$ cat src/rtl/rf_seq_pkg.sv
// rf_seq_pkg: shared definitions for the RF front-end mode sequencer.
//   - RF mode codes and their front-end pin patterns
//   - quiesce mask driven on pins[2:0] while the path switches move
//   - sequencer FSM state enum
//   - helpers to map a mode code to its pattern and to validate a code
package rf_seq_pkg;

  localparam int unsigned PIN_W  = 8;
  localparam int unsigned MODE_W = 3;

  // Mode codes
  localparam logic [MODE_W-1:0] MODE_LOW_POWER = 3'b000;
  localparam logic [MODE_W-1:0] MODE_BYPASS    = 3'b001;
  localparam logic [MODE_W-1:0] MODE_RX_LPF    = 3'b010;
  localparam logic [MODE_W-1:0] MODE_RX_HPF    = 3'b011;
  localparam logic [MODE_W-1:0] MODE_TX_LPF    = 3'b100;
  localparam logic [MODE_W-1:0] MODE_TX_HPF    = 3'b101;

  // Pin patterns, bit order {rx_h, rx_h_b, tr_vc1, tr_vc1_b, tr_vc2, shdn_tx_lna, shdn_rx_lna, mixer_en}
  localparam logic [PIN_W-1:0] PAT_LOW_POWER = 8'h56;
  localparam logic [PIN_W-1:0] PAT_BYPASS    = 8'h66;
  localparam logic [PIN_W-1:0] PAT_RX_LPF    = 8'h9D;
  localparam logic [PIN_W-1:0] PAT_RX_HPF    = 8'h5D;
  localparam logic [PIN_W-1:0] PAT_TX_LPF    = 8'h6B;
  localparam logic [PIN_W-1:0] PAT_TX_HPF    = 8'hAB;

  // Mixer off, both LNAs shut down
  localparam logic [2:0] QUIESCE_MASK = 3'b110;

  typedef enum logic [2:0] {
    ST_IDLE    = 3'd0,
    ST_QUIESCE = 3'd1,
    ST_GUARD   = 3'd2,
    ST_SWITCH  = 3'd3,
    ST_SETTLE  = 3'd4,
    ST_ENABLE  = 3'd5
  } seq_state_e;

  function automatic logic [PIN_W-1:0] mode_pattern(input logic [MODE_W-1:0] mode);
    case (mode)
      MODE_LOW_POWER: return PAT_LOW_POWER;
      MODE_BYPASS:    return PAT_BYPASS;
      MODE_RX_LPF:    return PAT_RX_LPF;
      MODE_RX_HPF:    return PAT_RX_HPF;
      MODE_TX_LPF:    return PAT_TX_LPF;
      MODE_TX_HPF:    return PAT_TX_HPF;
      default:        return PAT_LOW_POWER;
    endcase
  endfunction

  function automatic logic mode_code_ok(input logic [MODE_W-1:0] mode);
    return (mode <= MODE_TX_HPF);
  endfunction

endpackage

$ cat src/rtl/rf_mode_sequencer_if.sv
// rf_mode_sequencer_if: mode request valid/ready handshake with the
// guard and settle cycle counts that travel with each request.
//   i_mode_req       requested RF mode code
//   i_mode_valid     request valid
//   o_mode_ready     sequencer ready to accept
//   i_guard_cycles   dead time after LNAs/mixer shut down
//   i_settle_cycles  switch settling time before enable
// master: request source, slave: sequencer.
interface rf_mode_sequencer_if #(
  parameter int unsigned CNT_W = 8
);
  import rf_seq_pkg::*;

  logic [MODE_W-1:0] i_mode_req;
  logic              i_mode_valid;
  logic              o_mode_ready;
  logic [CNT_W-1:0]  i_guard_cycles;
  logic [CNT_W-1:0]  i_settle_cycles;

  modport master (
    output i_mode_req, i_mode_valid, i_guard_cycles, i_settle_cycles,
    input  o_mode_ready
  );

  modport slave (
    input  i_mode_req, i_mode_valid, i_guard_cycles, i_settle_cycles,
    output o_mode_ready
  );

endinterface

$ cat src/rtl/rf_seq_timer.sv
// rf_seq_timer: CNT_W down-counter shared by the GUARD and SETTLE phases.
//   i_sys_clk, i_reset  clock, synchronous active-high reset
//   load, load_val      load a new count (takes priority over dec)
//   dec                 decrement while non-zero; never wraps below zero
//   zero_c              count has reached zero (combinational)
module rf_seq_timer #(
  parameter int unsigned CNT_W = 8
) (
  input  logic             i_sys_clk,
  input  logic             i_reset,
  input  logic             load,
  input  logic [CNT_W-1:0] load_val,
  input  logic             dec,
  output logic             zero_c
);

  logic [CNT_W-1:0] cnt_q;

  // Count register
  always_ff @(posedge i_sys_clk) begin
    if (i_reset) begin
      cnt_q <= '0;
    end else if (load) begin
      cnt_q <= load_val;
    end else if (dec && (cnt_q != '0)) begin
      cnt_q <= cnt_q - CNT_W'(1);
    end
  end

  assign zero_c = (cnt_q == '0);

endmodule

$ cat src/rtl/rf_mode_sequencer.sv
// rf_mode_sequencer: break-before-make sequencer for RF front-end modes.
// A request walks QUIESCE -> GUARD -> SWITCH -> SETTLE -> ENABLE so the
// path switches (pins[7:3]) only move while mixer/LNAs are shut down.
// Ports:
//   i_sys_clk, i_reset  clock, synchronous active-high reset
//   req_if              mode request handshake + guard/settle counts
//   o_rf_pins           registered front-end pins
//   o_cur_mode          last completed mode
//   o_busy              sequence in progress
//   o_done, o_err       one-cycle completion / invalid-code pulses
// Optional build macro RF_SEQ_DBG_BYPASS_EN adds i_dbg_en / i_dbg_pins,
// which override the pins and hold the FSM in IDLE.
module rf_mode_sequencer
  import rf_seq_pkg::*;
#(
  parameter int unsigned      CNT_W      = 8,
  parameter logic [PIN_W-1:0] RESET_PINS = 8'h56
) (
  input  logic                i_sys_clk,
  input  logic                i_reset,
  rf_mode_sequencer_if.slave  req_if,
`ifdef RF_SEQ_DBG_BYPASS_EN
  input  logic                i_dbg_en,
  input  logic [PIN_W-1:0]    i_dbg_pins,
`endif
  output logic [PIN_W-1:0]    o_rf_pins,
  output logic [MODE_W-1:0]   o_cur_mode,
  output logic                o_busy,
  output logic                o_done,
  output logic                o_err
);

  seq_state_e        state_q, state_d;
  logic [PIN_W-1:0]  pins_q, pins_d;
  logic [MODE_W-1:0] cur_mode_q, cur_mode_d;
  logic [MODE_W-1:0] target_q, target_d;
  logic [CNT_W-1:0]  settle_q, settle_d;
  logic              ready_q, ready_d;
  logic              busy_q, busy_d;
  logic              done_q, done_d;
  logic              err_q, err_d;

  logic              tmr_load;
  logic [CNT_W-1:0]  tmr_load_val;
  logic              tmr_dec;
  logic              tmr_zero_c;
  logic              accept_c;
  logic [PIN_W-1:0]  tgt_pat_c;

`ifdef RF_SEQ_DBG_BYPASS_EN
  logic              dbg_q;
`endif

  assign tgt_pat_c = mode_pattern(target_q);

  // Guard count is held by the timer itself from acceptance onward
  rf_seq_timer #(.CNT_W(CNT_W)) u_timer (
    .i_sys_clk (i_sys_clk),
    .i_reset   (i_reset),
    .load      (tmr_load),
    .load_val  (tmr_load_val),
    .dec       (tmr_dec),
    .zero_c    (tmr_zero_c)
  );

  // State and output registers
  always_ff @(posedge i_sys_clk) begin
    if (i_reset) begin
      state_q    <= ST_IDLE;
      pins_q     <= RESET_PINS;
      cur_mode_q <= MODE_LOW_POWER;
      target_q   <= MODE_LOW_POWER;
      settle_q   <= '0;
      ready_q    <= 1'b0;
      busy_q     <= 1'b0;
      done_q     <= 1'b0;
      err_q      <= 1'b0;
`ifdef RF_SEQ_DBG_BYPASS_EN
      dbg_q      <= 1'b0;
`endif
    end else begin
      state_q    <= state_d;
      pins_q     <= pins_d;
      cur_mode_q <= cur_mode_d;
      target_q   <= target_d;
      settle_q   <= settle_d;
      ready_q    <= ready_d;
      busy_q     <= busy_d;
      done_q     <= done_d;
      err_q      <= err_d;
`ifdef RF_SEQ_DBG_BYPASS_EN
      dbg_q      <= i_dbg_en;
`endif
    end
  end

  // Next-state and next-output logic
  always_comb begin
    state_d      = state_q;
    pins_d       = pins_q;
    cur_mode_d   = cur_mode_q;
    target_d     = target_q;
    settle_d     = settle_q;
    done_d       = 1'b0;
    err_d        = 1'b0;
    tmr_load     = 1'b0;
    tmr_load_val = '0;
    tmr_dec      = 1'b0;
    // ready_q is only ever set while in IDLE
    accept_c     = ready_q && req_if.i_mode_valid;
`ifdef RF_SEQ_DBG_BYPASS_EN
    accept_c     = accept_c && !i_dbg_en;
`endif

    case (state_q)
      ST_IDLE: begin
        if (accept_c) begin
          if (!mode_code_ok(req_if.i_mode_req)) begin
            err_d = 1'b1;
          end else if (req_if.i_mode_req == cur_mode_q) begin
            done_d = 1'b1;
          end else begin
            target_d     = req_if.i_mode_req;
            settle_d     = req_if.i_settle_cycles;
            tmr_load     = 1'b1;
            tmr_load_val = req_if.i_guard_cycles;
            state_d      = ST_QUIESCE;
          end
        end
      end
      ST_QUIESCE: begin
        pins_d  = {pins_q[7:3], QUIESCE_MASK};
        state_d = ST_GUARD;
      end
      ST_GUARD: begin
        if (tmr_zero_c) state_d = ST_SWITCH;
        else            tmr_dec = 1'b1;
      end
      ST_SWITCH: begin
        pins_d       = {tgt_pat_c[7:3], QUIESCE_MASK};
        tmr_load     = 1'b1;
        tmr_load_val = settle_q;
        state_d      = ST_SETTLE;
      end
      ST_SETTLE: begin
        if (tmr_zero_c) state_d = ST_ENABLE;
        else            tmr_dec = 1'b1;
      end
      ST_ENABLE: begin
        pins_d     = tgt_pat_c;
        cur_mode_d = target_q;
        done_d     = 1'b1;
        state_d    = ST_IDLE;
      end
      default: begin
        state_d = ST_IDLE;
      end
    endcase

`ifdef RF_SEQ_DBG_BYPASS_EN
    // Debug override aborts any sequence; release restores the current mode
    if (i_dbg_en) begin
      state_d    = ST_IDLE;
      pins_d     = i_dbg_pins;
      cur_mode_d = cur_mode_q;
      done_d     = 1'b0;
      err_d      = 1'b0;
    end else if (dbg_q) begin
      pins_d     = mode_pattern(cur_mode_q);
    end
`endif

    ready_d = (state_d == ST_IDLE);
`ifdef RF_SEQ_DBG_BYPASS_EN
    ready_d = ready_d && !i_dbg_en;
`endif
    busy_d  = (state_d != ST_IDLE);
  end

  assign req_if.o_mode_ready = ready_q;
  assign o_rf_pins           = pins_q;
  assign o_cur_mode          = cur_mode_q;
  assign o_busy              = busy_q;
  assign o_done              = done_q;
  assign o_err               = err_q;

endmodule

$ cat src/flat_wrapper.sv
// flat-port wrapper written by rule: the top's interface ports become plain ports
module rf_mode_sequencer_flat import rf_seq_pkg::*;
#(
  parameter int unsigned      CNT_W      = 8,
  parameter logic [PIN_W-1:0] RESET_PINS = 8'h56
)
  (i_sys_clk, i_reset, o_rf_pins, o_cur_mode, o_busy, o_done, o_err, req_if_i_mode_req, req_if_i_mode_valid, req_if_i_guard_cycles, req_if_i_settle_cycles, req_if_o_mode_ready);
  rf_mode_sequencer_if #(.CNT_W(CNT_W)) req_if_i ();
  input  logic i_sys_clk;
  input  logic i_reset;
  output logic [PIN_W-1:0] o_rf_pins;
  output logic [MODE_W-1:0] o_cur_mode;
  output logic o_busy;
  output logic o_done;
  output logic o_err;
  input wire logic [$bits(req_if_i.i_mode_req)-1:0] req_if_i_mode_req;
  input wire logic [$bits(req_if_i.i_mode_valid)-1:0] req_if_i_mode_valid;
  input wire logic [$bits(req_if_i.i_guard_cycles)-1:0] req_if_i_guard_cycles;
  input wire logic [$bits(req_if_i.i_settle_cycles)-1:0] req_if_i_settle_cycles;
  output wire logic [$bits(req_if_i.o_mode_ready)-1:0] req_if_o_mode_ready;
  assign req_if_i.i_mode_req = req_if_i_mode_req;
  assign req_if_i.i_mode_valid = req_if_i_mode_valid;
  assign req_if_i.i_guard_cycles = req_if_i_guard_cycles;
  assign req_if_i.i_settle_cycles = req_if_i_settle_cycles;
  assign req_if_o_mode_ready = req_if_i.o_mode_ready;
  rf_mode_sequencer #(.CNT_W(CNT_W), .RESET_PINS(RESET_PINS)) u_core (.i_sys_clk(i_sys_clk), .i_reset(i_reset), .req_if(req_if_i), .o_rf_pins(o_rf_pins), .o_cur_mode(o_cur_mode), .o_busy(o_busy), .o_done(o_done), .o_err(o_err));
endmodule
$ cat config.mk
export PLATFORM = sky130hd
export DESIGN_NAME = rf_mode_sequencer_flat
export DESIGN_NICKNAME = d
export VERILOG_FILES = /design/src/rtl/rf_seq_pkg.sv /design/src/rtl/rf_mode_sequencer_if.sv /design/src/rtl/rf_seq_timer.sv /design/src/rtl/rf_mode_sequencer.sv /design/src/flat_wrapper.sv
export SDC_FILE = /design/constraint.sdc
export NUM_CORES = 1
export LEC_CHECK = 0
export ABC_AREA = 0
export CELL_PAD_IN_SITES_DETAIL_PLACEMENT = 1
export CELL_PAD_IN_SITES_GLOBAL_PLACEMENT = 1
export CORE_MARGIN = 2
export CORE_UTILIZATION = 35
export DETAILED_ROUTE_END_ITERATION = 6
export PLACE_DENSITY_LB_ADDON = 0.1
export RECOVER_POWER = 50
export SLEW_MARGIN = 20
export SYNTH_ARGS = -nofsm -noshare
export SYNTH_HDL_FRONTEND = slang
export SYNTH_HIERARCHICAL = 1
export SYNTH_SLANG_ARGS = --single-unit
$ cat constraint.sdc
create_clock -name i_sys_clk -period 2.5 [get_ports i_sys_clk]
set_clock_uncertainty 0.15 [all_clocks]
set_input_delay 0.25 -clock i_sys_clk [delete_from_list [all_inputs] [get_ports i_sys_clk]]
set_output_delay 0.25 -clock i_sys_clk [all_outputs]
set_load 0.01 [all_outputs]
==> Word-level counts from Yosys, hierarchy flattened <==
Cells that the tools add are included.
{ "totals": {"in_bits": 22, "out_inout_bits": 15, "register_bits": 37, "wordCells": 67} }
{ "classes": {"addsub": 1, "n_lt_le_gt_ge": 1, "n_reduce_logical": 14, "n_eq_ne": 11, "n_bitwise": 4, "mux": 25} }
{ "op_table": {"columns": ["cell", "n"], "rows": [
  ["$mux W8", 5],
  ["$pmux W8 S5", 1],
  ["$pmux W8 S3", 1],
  ["$pmux W8 S2", 1],
  ["$mux W3", 5],
  ["$pmux W3 S5", 1],
  ["$eq A3 B2 Y1 const B", 4],
  ["$eq A3 B3 Y1 const B", 4],
  ["$mux W1", 9],
  ["$logic_not A8 Y1", 1],
  ["$reduce_bool A8 Y1", 1],
  ["$sub A8 B1 Y8 const B", 1],
  ["$eq A3 B1 Y1 const B", 2],
  ["$logic_not A3 Y1", 2],
  ["$reduce_bool A3 Y1", 2],
  ["$not A1 Y1", 4],
  ["$pmux W1 S2", 2],
  ["$reduce_and A4 Y1", 1],
  ["$reduce_bool A2 Y1", 2],
  ["$eq A3 B3 Y1", 1],
  ["$le A3 B3 Y1 const B", 1],
  ["$reduce_or A3 Y1", 1],
  ["$logic_and A1 B1 Y1", 2],
  ["$reduce_and A2 Y1", 1],
  ["$reduce_or A2 Y1", 1]
]} }

==> Longest topological paths before layout <==
{ "depth": {"word_depth": 6, "ltp_mapped": 9, "ltp_nobuf": 9} }

==> By module <==
The synthesis kept the hierarchy.
{ "modules_own_cells": {"columns": ["module", "instances", "cells_per_inst", "area_per_inst_um2", "seq_area_each_um2"], "rows": [
  ["rf_mode_sequencer", 1, 144, 1413.9, 580.6],
  ["rf_seq_timer", 1, 59, 515.5, 160.2]
]} }

==> Worst setup path after synthesis <==
OpenSTA, ideal clock, no wires.
{ "synth_timing": {"kind": "reg-to-reg", "start": "register u_core.u_timer.cnt_q[0]", "end": "register u_core.u_timer.cnt_q[7]", "path_stages_with_launch": 10, "period_less_slack_ns": 2.494, "required_ns": 2.216, "path_buffers": 0, "path_slack_ns": 0.006, "setup_ns": 0.134, "t_arrival_ns": 2.210, "path_cell_list": "dfxtp_1 inv_1 ha_1 inv_1 nor4_1 nor3b_1 or3b_2 nor3_1 mux2i_1 a211oi_1"} }
{ "synth_via": {"elab_chain_len": 5, "elab_cells_between_ends": 9, "classes_between": "add/sub: 1; mux: 4; reduce/logical: 4"} }
{ "synth_lines": {"columns": ["element", "line", "rtl"], "rows": [
  ["from (decl)", "rf_seq_timer.sv:17", "logic [CNT_W-1:0] cnt_q;"],
  ["from (signal assigned)", "rf_seq_timer.sv:24", "cnt_q <= load_val;"],
  ["from (signal assigned)", "rf_seq_timer.sv:26", "cnt_q <= cnt_q - CNT_W'(1);"],
  ["$logic_not A8 Y1", "rf_seq_timer.sv:30", "assign zero_c = (cnt_q == '0);"],
  ["via u_core.tmr_zero_c", "rf_mode_sequencer.sv:46", "logic tmr_zero_c;"],
  ["$mux W1", "rf_mode_sequencer.sv:136, rf_mode_sequencer.sv:146", null],
  ["$mux W1", null, null],
  ["via u_core.tmr_dec", "rf_mode_sequencer.sv:45", "logic tmr_dec;"],
  ["$logic_and A1 B1 Y1", "rf_seq_timer.sv:25", "end else if (dec && (cnt_q != '0)) begin"],
  ["$reduce_bool A2 Y1 (no line)", null, null]
]} }
The timed path passes the listed nets, and every way through them passes these cells. The select of a mux whose other input is x is not followed.
A chain may end at the register's enable or synchronous reset.

==> Worst setup path in the final report <==
{ "layout_timing": {"start": "register u_core.u_timer.cnt_q[0]", "end": "register u_core.u_timer.cnt_q[1]"} }
The elaborated chain is that of the path after synthesis.

==> impl_metrics.json <==
{
  "status": "finished clean",
  "p_int_uw": 1020,
  "vias": 1707,
  "final-setup-viol-count": 0,
  "period_needed_ns": 2.38,
  "wl_microns": 4990,
  "grt_pass1_wl_microns": 8630,
  "fin_ws_ns": 0.118,
  "setup.worst_path.class": "reg2reg",
  "drive_above_1_share_pct": 18.1,
  "first_global_vias": 1810,
  "ios": 37,
  "netlist_area_sq_mm": 0.00193,
  "fin_setup_tns_ns": 0,
  "holdCritStartpoint": "u_core/o_rf_pins[6]$_SDFFE_PP1P_",
  "die_area_sq_mm": 0.00612,
  "worst_pin_slew_ns": 0.446,
  "die_h_microns": 78.2,
  "start_util_pct": 35.7,
  "hold_violations": 0,
  "netlist.area_leader.share_pct": 38.4,
  "synthTopCellsByArea": "dfxtp_1 38%, nand2b_1 9.1%, mux2i_1 7.8%",
  "ys.warnings.count": 6,
  "synth_cells": 203,
  "clockBufferDepth": 2,
  "antennaDiodeCount": 0,
  "crit_required_ns": 2.56,
  "avgViaCountPerCell": 5.16,
  "power.share.clock_pct": 28.0,
  "relSlewSlack_pct": 70.3,
  "root_buffer": "clkbuf_8",
  "r2r-start": "u_core/u_timer/cnt_q[0]$_SDFFE_PP0P_",
  "crit_end": "u_core/u_timer/cnt_q[1]$_SDFFE_PP0P_",
  "dp_hpwl_microns": 3880,
  "cp.arrival_ns": 2.45,
  "clock-sinks": 37,
  "yosysMostFrequentCell": "dfxtp_1",
  "cts.clk_slew.worst_paths_ns": 0.07,
  "fin_nets": 282,
  "drtAntennaViolNets": 0,
  "numCtsBuffers": 5,
  "synth.ff_latch_count": 37,
  "clk_latency_ns": 0.29,
  "gr-total-overflow": 0,
  "coreArea_sq_mm": 0.00541,
  "pre_cts_ws_ns": -0.175,
  "rsz0062_at_grt": "no",
  "synthTopCellsByCount": "37 x dfxtp_1, 28 x nand2b_1, 15 x mux2i_1, 15 x nor2_1, 10 x a21oi_1",
  "globalplace.congestion": 0.837,
  "area_delta_synth_final_pct": 33.9,
  "cellLeakagePower_uw": 0.000969,
  "max_cap_violations": 0,
  "grt_max_degree": 32,
  "fmax_mhz": 420,
  "reg2reg_slack_ns": 0.12,
  "wl_per_cell_microns": 15.1,
  "synth_top_cell_by_area": "dfxtp_1",
  "hp-class": "reg2reg",
  "synth_edf_count": 0,
  "pwr-share-comb_pct": 26.4,
  "p_seq_share_pct": 45.6,
  "peakVddDrop_v": 0.000259,
  "num_rows": 27,
  "setup.worst_path.end_class": "register",
  "cts_tree": "yes",
  "firstDrtPassIters": 4,
  "worstSetupStartpointType": "register",
  "syn-num-nets": 227,
  "seq_area_frac_synth_pct": 38.4,
  "worstRegToRegCells": 9,
  "io_buffer_count": 36,
  "grtUsageTotal_pct": 18.0,
  "slew_violations": 0,
  "cts_max_level": 2,
  "power_switching_uw": 426,
  "antenna_found_initial": 0,
  "drt_iter0_markers": 40,
  "drc": 0,
  "synthFlopType": "dfxtp_1",
  "switching_share_pct": 29.5,
  "avgSynthCellArea_sq_um": 9.50,
  "ys_types": 50,
  "critPathMaxFanout": 4,
  "startpoint": "u_core/u_timer/cnt_q[0]$_SDFFE_PP0P_",
  "period_share_pct": 95.3,
  "synth-async-reset-ratio_pct": 0,
  "die_x_microns": 78.2,
  "powerDensity_mw_per_mm2": 559,
  "r2r_end": "u_core/u_timer/cnt_q[1]$_SDFFE_PP0P_"
}
[per-layer routing]
metal | up-vias | share of wire [%] | global-route usage [%]
li1 | 831 | - | -
met1 | 829 | 40 | 19.6
met2 | 37 | 54 | 33.3
met3 | 10 | 3.5 | 3.91
met4 | 0 | 2.5 | 7.89
met5 | - | 0 | 0
[power by group through the flow]
stage / Combinational [uW] / Clock (uW) / Sequential, uW
floorplan: 228 / 0 / 665
global placement: 367 / 0 / 669
detailed placement: 379 / 0 / 671
CTS: 386 / 419 / 658
global route: 418 / 450 / 663
finish: 382 / 405 / 658
[worst min path at each step]
stage,end,cells past startpoint
floorplan,u_core/target_q[0]$_SDFFE_PP0P_,2
global placement,u_core/o_rf_pins[6]$_SDFFE_PP1P_,2
detailed placement,u_core/o_rf_pins[6]$_SDFFE_PP1P_,2
CTS,u_core/o_rf_pins[6]$_SDFFE_PP1P_,2
global route,u_core/o_rf_pins[5]$_SDFFE_PP0P_,2
finish,u_core/o_rf_pins[6]$_SDFFE_PP1P_,2
[critical path: stages, from the launching register on]
cell	delay, ns
dfxtp_1	0.35
inv_1	0.08
ha_1	0.22
inv_1	0.09
nor4_2	0.06
nor3b_2	0.37
o41ai_4	0.17
buf_4	0.17
or4_2	0.53
o211ai_1	0.10
[metrics by stage]
step | cells | power [uW] | cell area [sq um] | hold slack, ns | utilization (%)
2_1_floorplan | 203 | 893 | 1930 | 0.255 | -
3_3_place_gp | 323 | 1040 | 2490 | 0.279 | 46.0
3_5_place_dp | 323 | 1050 | 2490 | 0.313 | 46.0
4_1_cts | 331 | 1460 | 2580 | 0.324 | 47.7
5_1_grt | 331 | 1530 | 2580 | 0.347 | 47.8
6_report | 331 | 1440 | 2580 | 0.318 | 47.8
[cells by family (layout without fill, tap and decap cells)]
| group | after synthesis | count (layout) | share of synthesized area (%) |
|---|---|---|---|
| buf+inv | 18 | 74 | 4.99 |
| fa+ha+maj | 2 | 2 | 1.30 |
| compound gates | 43 | 43 | 17.7 |
| mux | 16 | 16 | 8.37 |
| simple gates | 79 | 79 | 25.2 |
| xor+xnor | 8 | 8 | 4.02 |
| flops | 37 | 37 | 38.4 |
[timing repair]
item / 4_1_cts / 5_1_grt
pin swaps: 1 / 1
setup buffers: 0 / 0
hold buffers: 0 / 0
endpoints found under the setup margin: 7 / 5
resized for setup: 2 / 2
[layout make-up]
type	instances	area (sq um)
multi-input combinational	148	1110
sequential	37	741
clock inverter	2	10.0
tap	72	90.1
inverter	6	22.5
timing repair buffer	60	537
clock buffer	6	72.6
fill	633	2820
[cells in the final DEF, fill, tap and decap left out, types with 2 or more instances in the layout]
cell / Yosys / final
o22ai_1: 3 / 3
a21oi_1: 10 / 10
clkinv_2: 0 / 2
or3_2: 2 / 2
a311oi_1: 3 / 3
nand2b_1: 28 / 28
a32o_1: 8 / 8
mux2i_1: 15 / 15
dfxtp_1: 37 / 37
dlygate4sd3_1: 0 / 13
buf_4: 1 / 23
nor3_1: 4 / 3
or4_1: 2 / 2
ha_1: 2 / 2
clkbuf_1: 6 / 2
clkbuf_8: 0 / 5
or4_2: 2 / 2
o21ai_0: 4 / 4
xor2_1: 2 / 2
nand3b_1: 3 / 3
nand2_1: 9 / 9
nor2_1: 15 / 15
o21a_1: 2 / 2
nor3b_1: 4 / 3
a21o_1: 3 / 3
inv_1: 5 / 5
clkdlybuf4s50_1: 0 / 23
xnor2_1: 5 / 5
[flip-flops by register name, indices dropped and copies added (netlist names)]
signal                      flops
u_core/o_busy                   1
u_core/o_cur_mode               3
u_core/o_done                   1
u_core/o_err                    1
u_core/o_rf_pins                8
u_core/req_if.o_mode_ready      1
u_core/settle_q                 8
u_core/state_q                  3
u_core/target_q                 3
u_core/u_timer/cnt_q            8
Power figures use the tool's default switching activity.
